## src/rtl/store_lane_merge.sv

```systemverilog
// Store lane merger: narrows a register value to byte/half/word and writes it to data memory,
// using read-modify-write for sub-word stores. Optional macro STORE_LINE_FWD_EN adds a one-entry written-word buffer.
module store_lane_merge #(
  parameter int MEM_AW     = 10,
  parameter int RD_LATENCY = 1
) (
  input  logic              Clk,
  input  logic              Reset,
  input  logic              req_valid,
  output logic              req_ready,
  input  logic [31:0]       req_addr,
  input  logic [31:0]       req_data,
  input  logic [1:0]        req_size,
  output logic [MEM_AW-1:0] mem_addr,
  output logic              mem_rd_en,
  input  logic [31:0]       mem_rd_data,
  output logic              mem_wr_en,
  output logic [31:0]       mem_wr_data,
  output logic              done,
  output logic              misaligned_err
);

  typedef enum logic [2:0] {IDLE, RD, WAIT, WR, DONE, ERR} state_t;

  localparam logic [1:0] WAIT_LAST = 2'(RD_LATENCY - 1);

  state_t            state, stateNext;
  logic [MEM_AW-1:0] wordAddrQ;
  logic [1:0]        laneQ;
  logic [1:0]        sizeQ;
  logic [31:0]       dataQ;
  logic [31:0]       baseQ;
  logic [1:0]        waitCnt;
  logic [31:0]       merged;
  logic              accept;
  logic              misaligned;
  logic              fwdHit;
  logic              unusedAddrBits;

  assign unusedAddrBits = ^req_addr[31:MEM_AW+2];
  assign accept         = (state == IDLE) && req_valid;
  assign misaligned     = (req_size == 2'b11) ||
                          (req_size == 2'b01 && req_addr[0]) ||
                          (req_size == 2'b10 && req_addr[1:0] != 2'b00);

`ifdef STORE_LINE_FWD_EN
  logic              fwdValid;
  logic [MEM_AW-1:0] fwdAddr;
  logic [31:0]       fwdWord;

  assign fwdHit = fwdValid && (fwdAddr == req_addr[MEM_AW+1:2]);

  always_ff @(posedge Clk) begin
    if (!Reset) begin
      fwdValid <= 1'b0;
      fwdAddr  <= '0;
      fwdWord  <= '0;
    end else if (state == WR) begin
      fwdValid <= 1'b1;
      fwdAddr  <= wordAddrQ;
      fwdWord  <= merged;
    end
  end
`else
  assign fwdHit = 1'b0;
`endif

  always_ff @(posedge Clk) begin
    if (!Reset) state <= IDLE;
    else        state <= stateNext;
  end

  always_comb begin
    stateNext = state;
    case (state)
      IDLE: if (req_valid) begin
        if (misaligned)                         stateNext = ERR;
        else if (req_size == 2'b10 || fwdHit)   stateNext = WR;
        else                                    stateNext = RD;
      end
      RD:      stateNext = WAIT;
      WAIT:    if (waitCnt == WAIT_LAST) stateNext = WR;
      WR:      stateNext = DONE;
      DONE:    stateNext = IDLE;
      ERR:     stateNext = IDLE;
      default: stateNext = IDLE;
    endcase
  end

  always_ff @(posedge Clk) begin
    if (!Reset) begin
      wordAddrQ <= '0;
      laneQ     <= '0;
      sizeQ     <= '0;
      dataQ     <= '0;
      waitCnt   <= '0;
    end else begin
      if (accept) begin
        wordAddrQ <= req_addr[MEM_AW+1:2];
        laneQ     <= req_addr[1:0];
        sizeQ     <= req_size;
        dataQ     <= req_data;
      end
      waitCnt <= (state == WAIT) ? waitCnt + 2'd1 : '0;
    end
  end

  // Base word for the merge: memory read on the last WAIT cycle, or the buffered word on a hit.
  always_ff @(posedge Clk) begin
    if (!Reset)
      baseQ <= '0;
    else if (state == WAIT && waitCnt == WAIT_LAST)
      baseQ <= mem_rd_data;
`ifdef STORE_LINE_FWD_EN
    else if (accept && fwdHit)
      baseQ <= fwdWord;
`endif
  end

  always_comb begin
    merged = baseQ;
    case (sizeQ)
      2'b00:   merged[{laneQ, 3'b000} +: 8]     = dataQ[7:0];
      2'b01:   merged[{laneQ[1], 4'b0000} +: 16] = dataQ[15:0];
      2'b10:   merged = dataQ;
      default: merged = baseQ;
    endcase
  end

  always_comb begin
    req_ready      = (state == IDLE);
    mem_rd_en      = (state == RD);
    mem_wr_en      = (state == WR);
    mem_wr_data    = (state == WR) ? merged : '0;
    mem_addr       = (state == RD || state == WAIT || state == WR) ? wordAddrQ : '0;
    done           = (state == DONE) || (state == ERR);
    misaligned_err = (state == ERR);
  end

endmodule

```

## config.mk

```make
export PLATFORM = sky130hd
export DESIGN_NAME = store_lane_merge
export DESIGN_NICKNAME = d
export VERILOG_FILES = /design/src/rtl/store_lane_merge.sv
export SDC_FILE = /design/constraint.sdc
export NUM_CORES = 1
export LEC_CHECK = 0
export ABC_CLOCK_PERIOD_IN_PS = 1850
export BUFFER_PORTS_ARGS = -buffer_cell sky130_fd_sc_hd__buf_2
export CORE_MARGIN = 2
export CORE_UTILIZATION = 45
export DETAILED_ROUTE_END_ITERATION = 16
export HOLD_SLACK_MARGIN = 0.12
export PLACE_DENSITY = 0.76
export SYNTH_ARGS = -nofsm -noshare
export SYNTH_HDL_FRONTEND = slang
export SYNTH_SLANG_ARGS = --single-unit
```

## constraint.sdc

```tcl
create_clock -name Clk -period 1.85 [get_ports Clk]
set_clock_uncertainty 0.1 [all_clocks]
set_input_delay 0.2775 -clock Clk [delete_from_list [all_inputs] [get_ports Clk]]
set_output_delay 0.2775 -clock Clk [all_outputs]
set_load 0.02 [all_outputs]
```

==> impl_metrics.py, run 1 <==
metrics = {
    "synthesis": {
        "syn_nets": 638,
        "synth-edff-count": 0,
        "synth.top_cell.area_share_pct": 39.2,
        "synth_xor_area_share_pct": 0,
        "synth_top_family_by_area": "compound AO/OA/AOI/OAI gates",
        "yosysWarnings": 0,
        "yosysMostFrequentCell": "nand2_1",
        "synth_common_cells": "nand2_1, dfxtp_1, a21boi_1",
        "synth.distinct_cells": 42,
        "synth-seq-cells": 83,
        "synth_area_sq_mm": 0.00424,
        "synth_compound_area_share_pct": 28.4,
        "synthAdderAreaFrac_pct": 1.77,
        "synth_area_leaders": "dfxtp_1, nand2_1, a21boi_1, a21boi_0, a22o_1",
        "synth_ff_type": "dfxtp_1",
        "synthMuxAreaShare_pct": 0.266,
        "synth_cells": 531,
        "syn_avg_cell_area_sq_um": 7.98,
        "async_reset_ff_share_pct": 0,
        "synthSimpleGateAreaFrac_pct": 25.1,
        "synth_top_cell_by_area": "dfxtp_1",
        "synth-seq-area-share_pct": 39.2,
    },
    "global_route": {
        "grtUsageTotal_pct": 28.4,
        "antenna_found_initial": 0,
        "grt_pass1_wl_um": 22600,
        "grt_pass1_vias": 4674,
        "globalRouteOverflowTotal": 0,
        "grt_max_degree": 47,
    },
    "setup_path": {
        "crit_start": "laneQ[0]",
        "crit_path_end": "mem_wr_data[15]",
        "critical_path_required_ns": 1.47,
        "cp-end-kind": "primary output",
        "r2r-end": "wordAddrQ[8]",
        "cp.arrival_ns": 2.03,
        "rr_worst_depth": 6,
        "r2r_slack_ns": 0.13,
        "crit_fanout": 8,
        "critPathKind": "flip-flop to primary output",
        "r2r_start": "state[2]",
        "critPathLaunchType": "flip-flop",
    },
    "drt": {
        "viasPerCell": 5.54,
        "final_antenna_net_count": 0,
        "vias": 4800,
        "avgRoutedWirePerCell_um": 16.8,
        "first_pass_iters": 5,
        "drt_wl_total_um": 14600,
        "drt-initial-drc-count": 228,
        "drc": 0,
    },
    "timing": {
        "rsz0062_at_grt": "yes",
        "fmax_mhz": 415,
        "holdWs_ns": 0.329,
        "worst_pin_slew_ns": 0.435,
        "maxSlewHeadroom_pct": 70.9,
        "slew_violations": 0,
        "timing.final.crit_share_pct": 130,
        "worst_slack_ns": -0.557,
        "timing.setup.tns_ns": -15.37,
        "hold_viol": 0,
        "layout_min_cycle_time_ns": 2.41,
        "setup_viol": 32,
    },
    "job": {
        "drv_cap": 0,
    },
    "power": {
        "powerDensity_mw_per_mm2": 674,
        "p_leak_nw": 2.75,
        "ir_worst_vdd_uv": 633,
        "power_mw": 4.50,
    },
    "clock_tree": {
        "clock_latency_ns": 0.36,
        "numCtsBuffers": 9,
        "cts-root-buf": "clkbuf_8",
        "cts_buffer_depth": 2,
        "path_clk_slew_ns": 0.10,
        "cts.sinks": 83,
        "cts_tree": "done",
        "ctsHtreeMaxLevel": 3,
    },
    "layout": {
        "areaGrowthSynthToFinish_pct": 57.8,
        "diodes": 0,
        "drive_gt1_share_pct": 31.7,
        "fillCellCount": 684,
        "nets": 857,
        "final_util_pct": 72.7,
    },
    "status": {
        "violations": "setup timing",
        "outcome": "complete, but fails checks",
    },
    "die": {
        "ios": 148,
        "die_y_um": 101,
        "num_rows": 35,
        "dieArea_sq_mm": 0.0102,
        "start_util_pct": 46.1,
        "dieWidth_um": 101,
        "core_area_sq_mm": 0.00920,
    },
    "placement": {
        "hpwl_um": 9030,
        "portBuffers": 127,
        "place_congestion": 0.961,
    },
    "worst_hold_path": {
        "hp-class": "flip-flop to flip-flop",
    },
}
-- per-layer routing --
metal / track usage [%] / part of all wire, % / routed length [um]
met1: 34.6 / 41 / 5990
met3: 5.27 / 6.9 / 1010
met5: 0 / 0 / 0
met4: 9.88 / 2.3 / 340
met2: 50.2 / 50 / 7240
-- worst max-delay path, stage by stage, from the launching register on --
cell     delay [ns]
dfxtp_4        0.40
inv_4          0.06
ha_4           0.16
nor4b_4        0.28
and4_4         0.32
and3_1         0.18
a221o_1        0.13
buf_4          0.14
-- placed cells by master, fill, tap and decap left out, drive strengths merged, types with 12 or more instances in the layout --
master	instances
buf	171
nand2	160
dfxtp	83
dlygate4sd3	79
a21boi	79
a21oi	21
a22o	16
nand3b	15
and2	12
nor2b	12
-- registers in the layout, summed over array words and instances, names as in the netlist --
register,cells
dataQ,32
baseQ,32
sizeQ,2
waitCnt,2
laneQ,2
wordAddrQ,10
state,3
-- how the worst min path moves through the flow --
stage	from	endpoint	slack, ns	cells past startpoint
6_report	waitCnt[0]	waitCnt[0]	0.33	1
2_1_floorplan	waitCnt[0]	waitCnt[0]	0.29	1
5_1_grt	Reset	sizeQ[1]	0.35	3
4_1_cts	Reset	sizeQ[1]	0.33	3
3_5_place_dp	waitCnt[0]	waitCnt[0]	0.31	1
3_3_place_gp	waitCnt[0]	waitCnt[0]	0.30	1
-- where the power goes --
| group | switching [mW] | total [mW] | internal, mW |
|---|---|---|---|
| registers | 0.155 | 2.09 | 1.94 |
| clock network | 0.727 | 1.23 | 0.508 |
| logic | 0.616 | 1.17 | 0.556 |
-- cell type report --
cell class              count  area, sq um  share of cell area, %
multi-input cells         399         2640                   39.5
clock inverters             7         57.6                  0.861
well taps                 111          139                   2.08
inverters                   7         36.3                  0.543
clock buffers               9          124                   1.85
flip-flops and latches     83         1670                   25.1
repair buffers            250         2010                   30.1
-- metrics by stage --
stage	cells	instance area, sq um	setup slack [ns]
global placement	768	5300	-0.148
floorplan	531	4370	-0.0690
CTS	866	6580	-0.538
global route	866	6680	-0.620
finish	866	6680	-0.557
detailed placement	768	5300	-0.189
-- repair_timing --
action                                  4_1_cts  5_1_grt
setup buffers                                 4        1
cloned                                        1        0
endpoints found under the hold margin        79        0
pin swaps                                    26       18
endpoints found under the setup margin       42       42
hold buffers                                 79        0
gates resized for setup                      80       29
-- cells by family (layout without fill, tap and decap cells) --
group,count (synthesis),in the layout
AO/OA/AOI/OAI,161,161
multiplexers,1,1
buffers and inverters,50,273
AND/OR/NAND/NOR,230,231
adder cells (fa/ha/maj),6,6
flip-flops,83,83
Note: power is estimated with default switching activity, not from simulation.
==> run 2: changes to the inputs <==
--- a/config.mk
+++ b/config.mk
@@ -8,10 +8,11 @@
 export ABC_CLOCK_PERIOD_IN_PS = 1850
 export BUFFER_PORTS_ARGS = -buffer_cell sky130_fd_sc_hd__buf_2
 export CORE_MARGIN = 2
-export CORE_UTILIZATION = 45
+export CORE_UTILIZATION = 40
 export DETAILED_ROUTE_END_ITERATION = 16
 export HOLD_SLACK_MARGIN = 0.12
-export PLACE_DENSITY = 0.76
+export PLACE_DENSITY = 0.69
+export RECOVER_POWER = 100
 export SYNTH_ARGS = -nofsm -noshare
 export SYNTH_HDL_FRONTEND = slang
 export SYNTH_SLANG_ARGS = --single-unit
==> impl_metrics.py, run 2 (synthesis gave the netlist of run 1 again) <==
metrics = {
    "status": {
        "outcome": "complete, but fails checks",
        "violations": "setup timing",
    },
    "drt": {
        "drc": 0,
        "drt-initial-drc-count": 237,
        "final_antenna_net_count": 0,
        "first_pass_iters": 5,
        "vias": 4646,
        "viasPerCell": 5.21,
        "avgRoutedWirePerCell_um": 15.7,
        "drt_wl_total_um": 14000,
    },
    "setup_path": {
        "critical_path_required_ns": 1.47,
        "critPathSlowestCell": "dfxtp_4",
        "crit_fanout": 7,
        "cp_top_family": "simple AND/OR/NAND/NOR gates",
        "path_cells": "inv_4, ha_4, nor4b_4, nand2_1, nor3_4, buf_6, a221o_1, buf_6",
        "critPathLaunchType": "flip-flop",
        "critPathKind": "flip-flop to primary output",
        "r2r_slack_ns": 0.05,
        "path_buf_inv": 3,
        "cp.arrival_ns": 2.04,
        "cp-end-kind": "primary output",
        "slowest_delay_ns": 0.40,
        "critPathMostFrequentCell": "buf_6",
    },
    "global_route": {
        "grtUsageTotal_pct": 25.2,
        "globalRouteOverflowTotal": 0,
        "grt_pass1_vias": 4683,
        "antenna_found_initial": 0,
        "grt_max_degree": 42,
        "grt_pass1_wl_um": 22800,
    },
    "timing": {
        "hold_viol": 0,
        "maxSlewHeadroom_pct": 69.6,
        "timing.final.crit_share_pct": 130,
        "timing.setup.tns_ns": -15.14,
        "rsz0062_at_grt": "yes",
        "slew_violations": 0,
        "holdWs_ns": 0.203,
        "setup_viol": 32,
        "worst_slack_ns": -0.563,
        "fmax_mhz": 414,
        "layout_min_cycle_time_ns": 2.41,
        "worst_pin_slew_ns": 0.455,
    },
    "die": {
        "dieWidth_um": 107,
        "num_rows": 37,
        "start_util_pct": 41.0,
        "core_area_sq_mm": 0.0103,
        "die_y_um": 107,
        "dieArea_sq_mm": 0.0114,
        "ios": 148,
    },
    "layout": {
        "reg_top3": "baseQ (32), dataQ (32), wordAddrQ (10)",
        "areaGrowthSynthToFinish_pct": 58.9,
        "final_common_cell": "nand2_1",
        "stdcell_area_sq_mm": 0.00673,
        "most-common-layout-cells": "nand2_1, buf_2, dlygate4sd3_1",
        "nets": 857,
        "diodes": 0,
        "drive_gt1_share_pct": 30.7,
        "fillCellCount": 828,
    },
    "job": {
        "drv_cap": 0,
    },
    "placement": {
        "hpwl_um": 9230,
        "post-place-ws_ns": -0.208,
        "portBuffers": 127,
        "postPlaceCellArea_sq_mm": 0.00534,
        "place_congestion": 0.898,
    },
    "power": {
        "p_leak_nw": 2.74,
        "power_mw": 4.78,
        "powerDensity_mw_per_mm2": 711,
        "ir_worst_vdd_uv": 534,
    },
    "clock_tree": {
        "cts.sinks": 83,
        "cts_tree": "done",
        "ctsHtreeMaxLevel": 3,
        "path_clk_slew_ns": 0.09,
        "clock_latency_ns": 0.36,
        "numCtsBuffers": 9,
        "cts_buffer_depth": 2,
        "cts-root-buf": "clkbuf_8",
    },
    "worst_hold_path": {
        "hp-class": "input pin to flip-flop",
    },
}
## run 2: worst paths after layout
path / start / end / depth (start not counted)
max reg2reg: state[2] / dataQ[6] / 6
min reg2reg: waitCnt[0] / waitCnt[0] / 1
min: Reset / laneQ[1] / 2
max: laneQ[0] / mem_wr_data[30] / 8
## run 2: timing repair
item                       in CTS  in global routing
setup endpoints to repair      42                 42
pin swaps                      35                 23
hold buffers                   79                  0
gates resized for setup        91                 14
buffers inserted                3                  0
cloned                          1                  0
hold endpoints to repair       79                  0
## run 2: power by group
part / leakage (nW) / internal, mW / switching [mW]
clock network: 0.119 / 0.848 / 0.700
registers: 0.680 / 1.94 / 0.152
logic: 1.94 / 0.549 / 0.596
## run 2: stage by stage
| stage | instances | util, % |
|---|---|---|
| finish | 891 | 65.2 |
| global route | 891 | 65.2 |
| CTS | 891 | 64.9 |
| detailed placement | 793 | 51.7 |
| global placement | 793 | 51.7 |
| floorplan | 531 | - |
## run 2: routing by layer
metal | global-route usage [%] | wire length (um) | vias to the layer above
met5 | 0 | 0 | -
met4 | 7.70 | 180 | 0
met3 | 4.38 | 719 | 16
met2 | 44.4 | 6890 | 142
met1 | 31.3 | 6210 | 2209
li1 | - | - | 2279
## run 2: area by class of cell
class                           count  area, sq um  area share (%)
Timing Repair Buffer              250         2010            29.9
Inverter                            7         33.8           0.502
Multi-Input combinational cell    399         2610            38.8
Sequential cell                    83         1670            24.9
Clock inverter                      5         82.6            1.23
Tap cell                          136          170            2.53
Clock buffer                       11          153            2.27
==> run 3: changes to the inputs <==
--- a/config.mk
+++ b/config.mk
@@ -13,6 +13,7 @@
 export HOLD_SLACK_MARGIN = 0.12
 export PLACE_DENSITY = 0.69
 export RECOVER_POWER = 100
+export REMOVE_ABC_BUFFERS = 1
 export SYNTH_ARGS = -nofsm -noshare
 export SYNTH_HDL_FRONTEND = slang
 export SYNTH_SLANG_ARGS = --single-unit
==> impl_metrics.py, run 3 (synthesis gave the netlist of run 1 again) <==
metrics = {
    "die": {
        "ios": 148,
        "start_util_pct": 41.0,
        "num_rows": 37,
        "dieArea_sq_mm": 0.0114,
        "core_area_sq_mm": 0.0103,
        "dieWidth_um": 107,
        "die_y_um": 107,
    },
    "status": {
        "violations": "setup timing",
        "outcome": "complete, but fails checks",
    },
    "layout": {
        "fillCellCount": 880,
        "most-common-layout-cells": "nand2_1, buf_2, dlygate4sd3_1",
        "seqCellArea_sq_mm": 0.00168,
        "areaGrowthSynthToFinish_pct": 58.6,
        "multi_input_area_sq_mm": 0.00258,
        "diodes": 0,
        "drive_gt1_share_pct": 31.4,
        "reg_top3": "baseQ (32), dataQ (32), wordAddrQ (10)",
        "final_common_cell": "nand2_1",
        "nets": 867,
    },
    "timing": {
        "setup_viol": 75,
        "timing.setup.tns_ns": -15.81,
        "timing.final.crit_share_pct": 130,
        "slew_violations": 0,
        "worst_slack_ns": -0.551,
        "rsz0062_at_grt": "yes",
        "worst_pin_slew_ns": 0.498,
        "hold_viol": 0,
        "maxSlewHeadroom_pct": 66.8,
        "fmax_mhz": 416,
        "layout_min_cycle_time_ns": 2.40,
    },
    "placement": {
        "hpwl_um": 9140,
        "portBuffers": 127,
        "place_congestion": 0.852,
        "post-place-ws_ns": -0.321,
    },
    "drt": {
        "vias": 4771,
        "viasPerCell": 5.30,
        "avgRoutedWirePerCell_um": 15.8,
        "final_antenna_net_count": 0,
        "drt_wl_total_um": 14300,
        "drc": 0,
        "first_pass_iters": 7,
        "drt-initial-drc-count": 240,
    },
    "power": {
        "combinationalPowerShare_pct": 26.8,
        "swShare_pct": 32.1,
        "power_frac_clock_pct": 25.8,
        "p_int_mw": 3.00,
        "powerDensity_mw_per_mm2": 657,
        "p_leak_nw": 2.77,
        "seqPwrFrac_pct": 47.3,
        "ir_worst_vdd_uv": 495,
        "p_sw_mw": 1.41,
    },
    "setup_path": {
        "rr_worst_depth": 6,
        "r2r_slack_ns": -0.05,
        "crit_fanout": 8,
        "critPathLaunchType": "flip-flop",
        "critical_path_required_ns": 1.47,
        "cp.arrival_ns": 2.02,
        "critPathKind": "flip-flop to primary output",
        "cp-end-kind": "primary output",
    },
    "job": {
        "drv_cap": 0,
    },
    "worst_hold_path": {
        "hold_depth": 3,
        "hp-class": "input pin to flip-flop",
    },
    "clock_tree": {
        "ctsHtreeMaxLevel": 3,
        "numCtsBuffers": 9,
        "cts_tree": "done",
        "path_clk_slew_ns": 0.09,
        "cts-root-buf": "clkbuf_8",
        "cts_buffer_depth": 2,
        "cts.sinks": 83,
        "clock_latency_ns": 0.35,
    },
    "global_route": {
        "grt_pass1_vias": 4654,
        "grt_pass1_wl_um": 22100,
        "grt_max_degree": 82,
        "antenna_found_initial": 0,
        "globalRouteOverflowTotal": 0,
        "grtUsageTotal_pct": 24.3,
    },
}
## run 3: cell types whose count changed in the layout (fill, tap and decap cells not counted), moves of 3 or more
| cell | change |
|---|---|
| buf_4 | +10 |
| o22ai_1 | +5 |
| a21boi_0 | -4 |
| a21boi_1 | +4 |
| o22ai_2 | -4 |
| buf_6 | -3 |
| clkinvlp_4 | +3 |
## run 3: path summary, 6_finish.rpt
path / to / start
hold reg to reg: waitCnt[0] / waitCnt[0]
setup reg to reg: dataQ[29] / state[2]
setup / recovery: mem_wr_data[15] / laneQ[0]
hold / removal: baseQ[23] / Reset
## run 3: metal layers
layer,routed length [um],global-route usage [%],vias to the layer above
met5,0,0,-
met4,286,6.86,0
met3,766,4.56,25
met2,7070,42.4,173
met1,6160,30.5,2281
li1,-,-,2292
## run 3: what timing repair did
action | in CTS | in global routing
setup endpoints to repair | 42 | 42
resized for setup | 82 | 47
endpoints found under the hold margin | 79 | 0
cloned | 1 | 0
pin swaps | 34 | 28
hold buffers | 79 | 0
setup buffers | 5 | 2
## run 3: power groups by stage
stage | Combinational [mW] | Clock (mW) | Sequential, mW
final | 1.18 | 1.14 | 2.09
after global routing | 1.29 | 1.22 | 2.11
after CTS | 1.13 | 1.17 | 2.08
after detailed placement | 0.909 | 0 | 2.11
after global placement | 0.886 | 0 | 2.11
after floorplan | 0.474 | 0 | 2.08
## run 3: final cells by class
| class | instances | share of cell area [%] |
|---|---|---|
| sequential | 83 | 25.0 |
| multi-input combinational | 399 | 38.4 |
| clock buffer | 12 | 2.01 |
| timing repair buffer | 260 | 31.1 |
| tap | 136 | 2.53 |
| clock inverter | 4 | 0.410 |
| inverter | 7 | 0.540 |
## run 3: critical path: stages (launching register included)
cell	delay, ns
dfxtp_4	0.38
inv_4	0.06
ha_4	0.24
buf_4	0.15
and4_4	0.23
and3_1	0.18
a221o_1	0.29
buf_6	0.14
## run 3: through the flow
step	hold WS [ns]	util (%)	std cells	power [mW]	instance area, sq um
2_1_floorplan	0.293	-	488	2.56	4040
3_3_place_gp	0.301	50.8	800	2.99	5240
3_5_place_dp	0.307	50.8	800	3.02	5240
4_1_cts	0.317	63.3	900	4.38	6540
5_1_grt	0.337	65.0	901	4.62	6720
6_report	0.312	65.0	901	4.41	6720
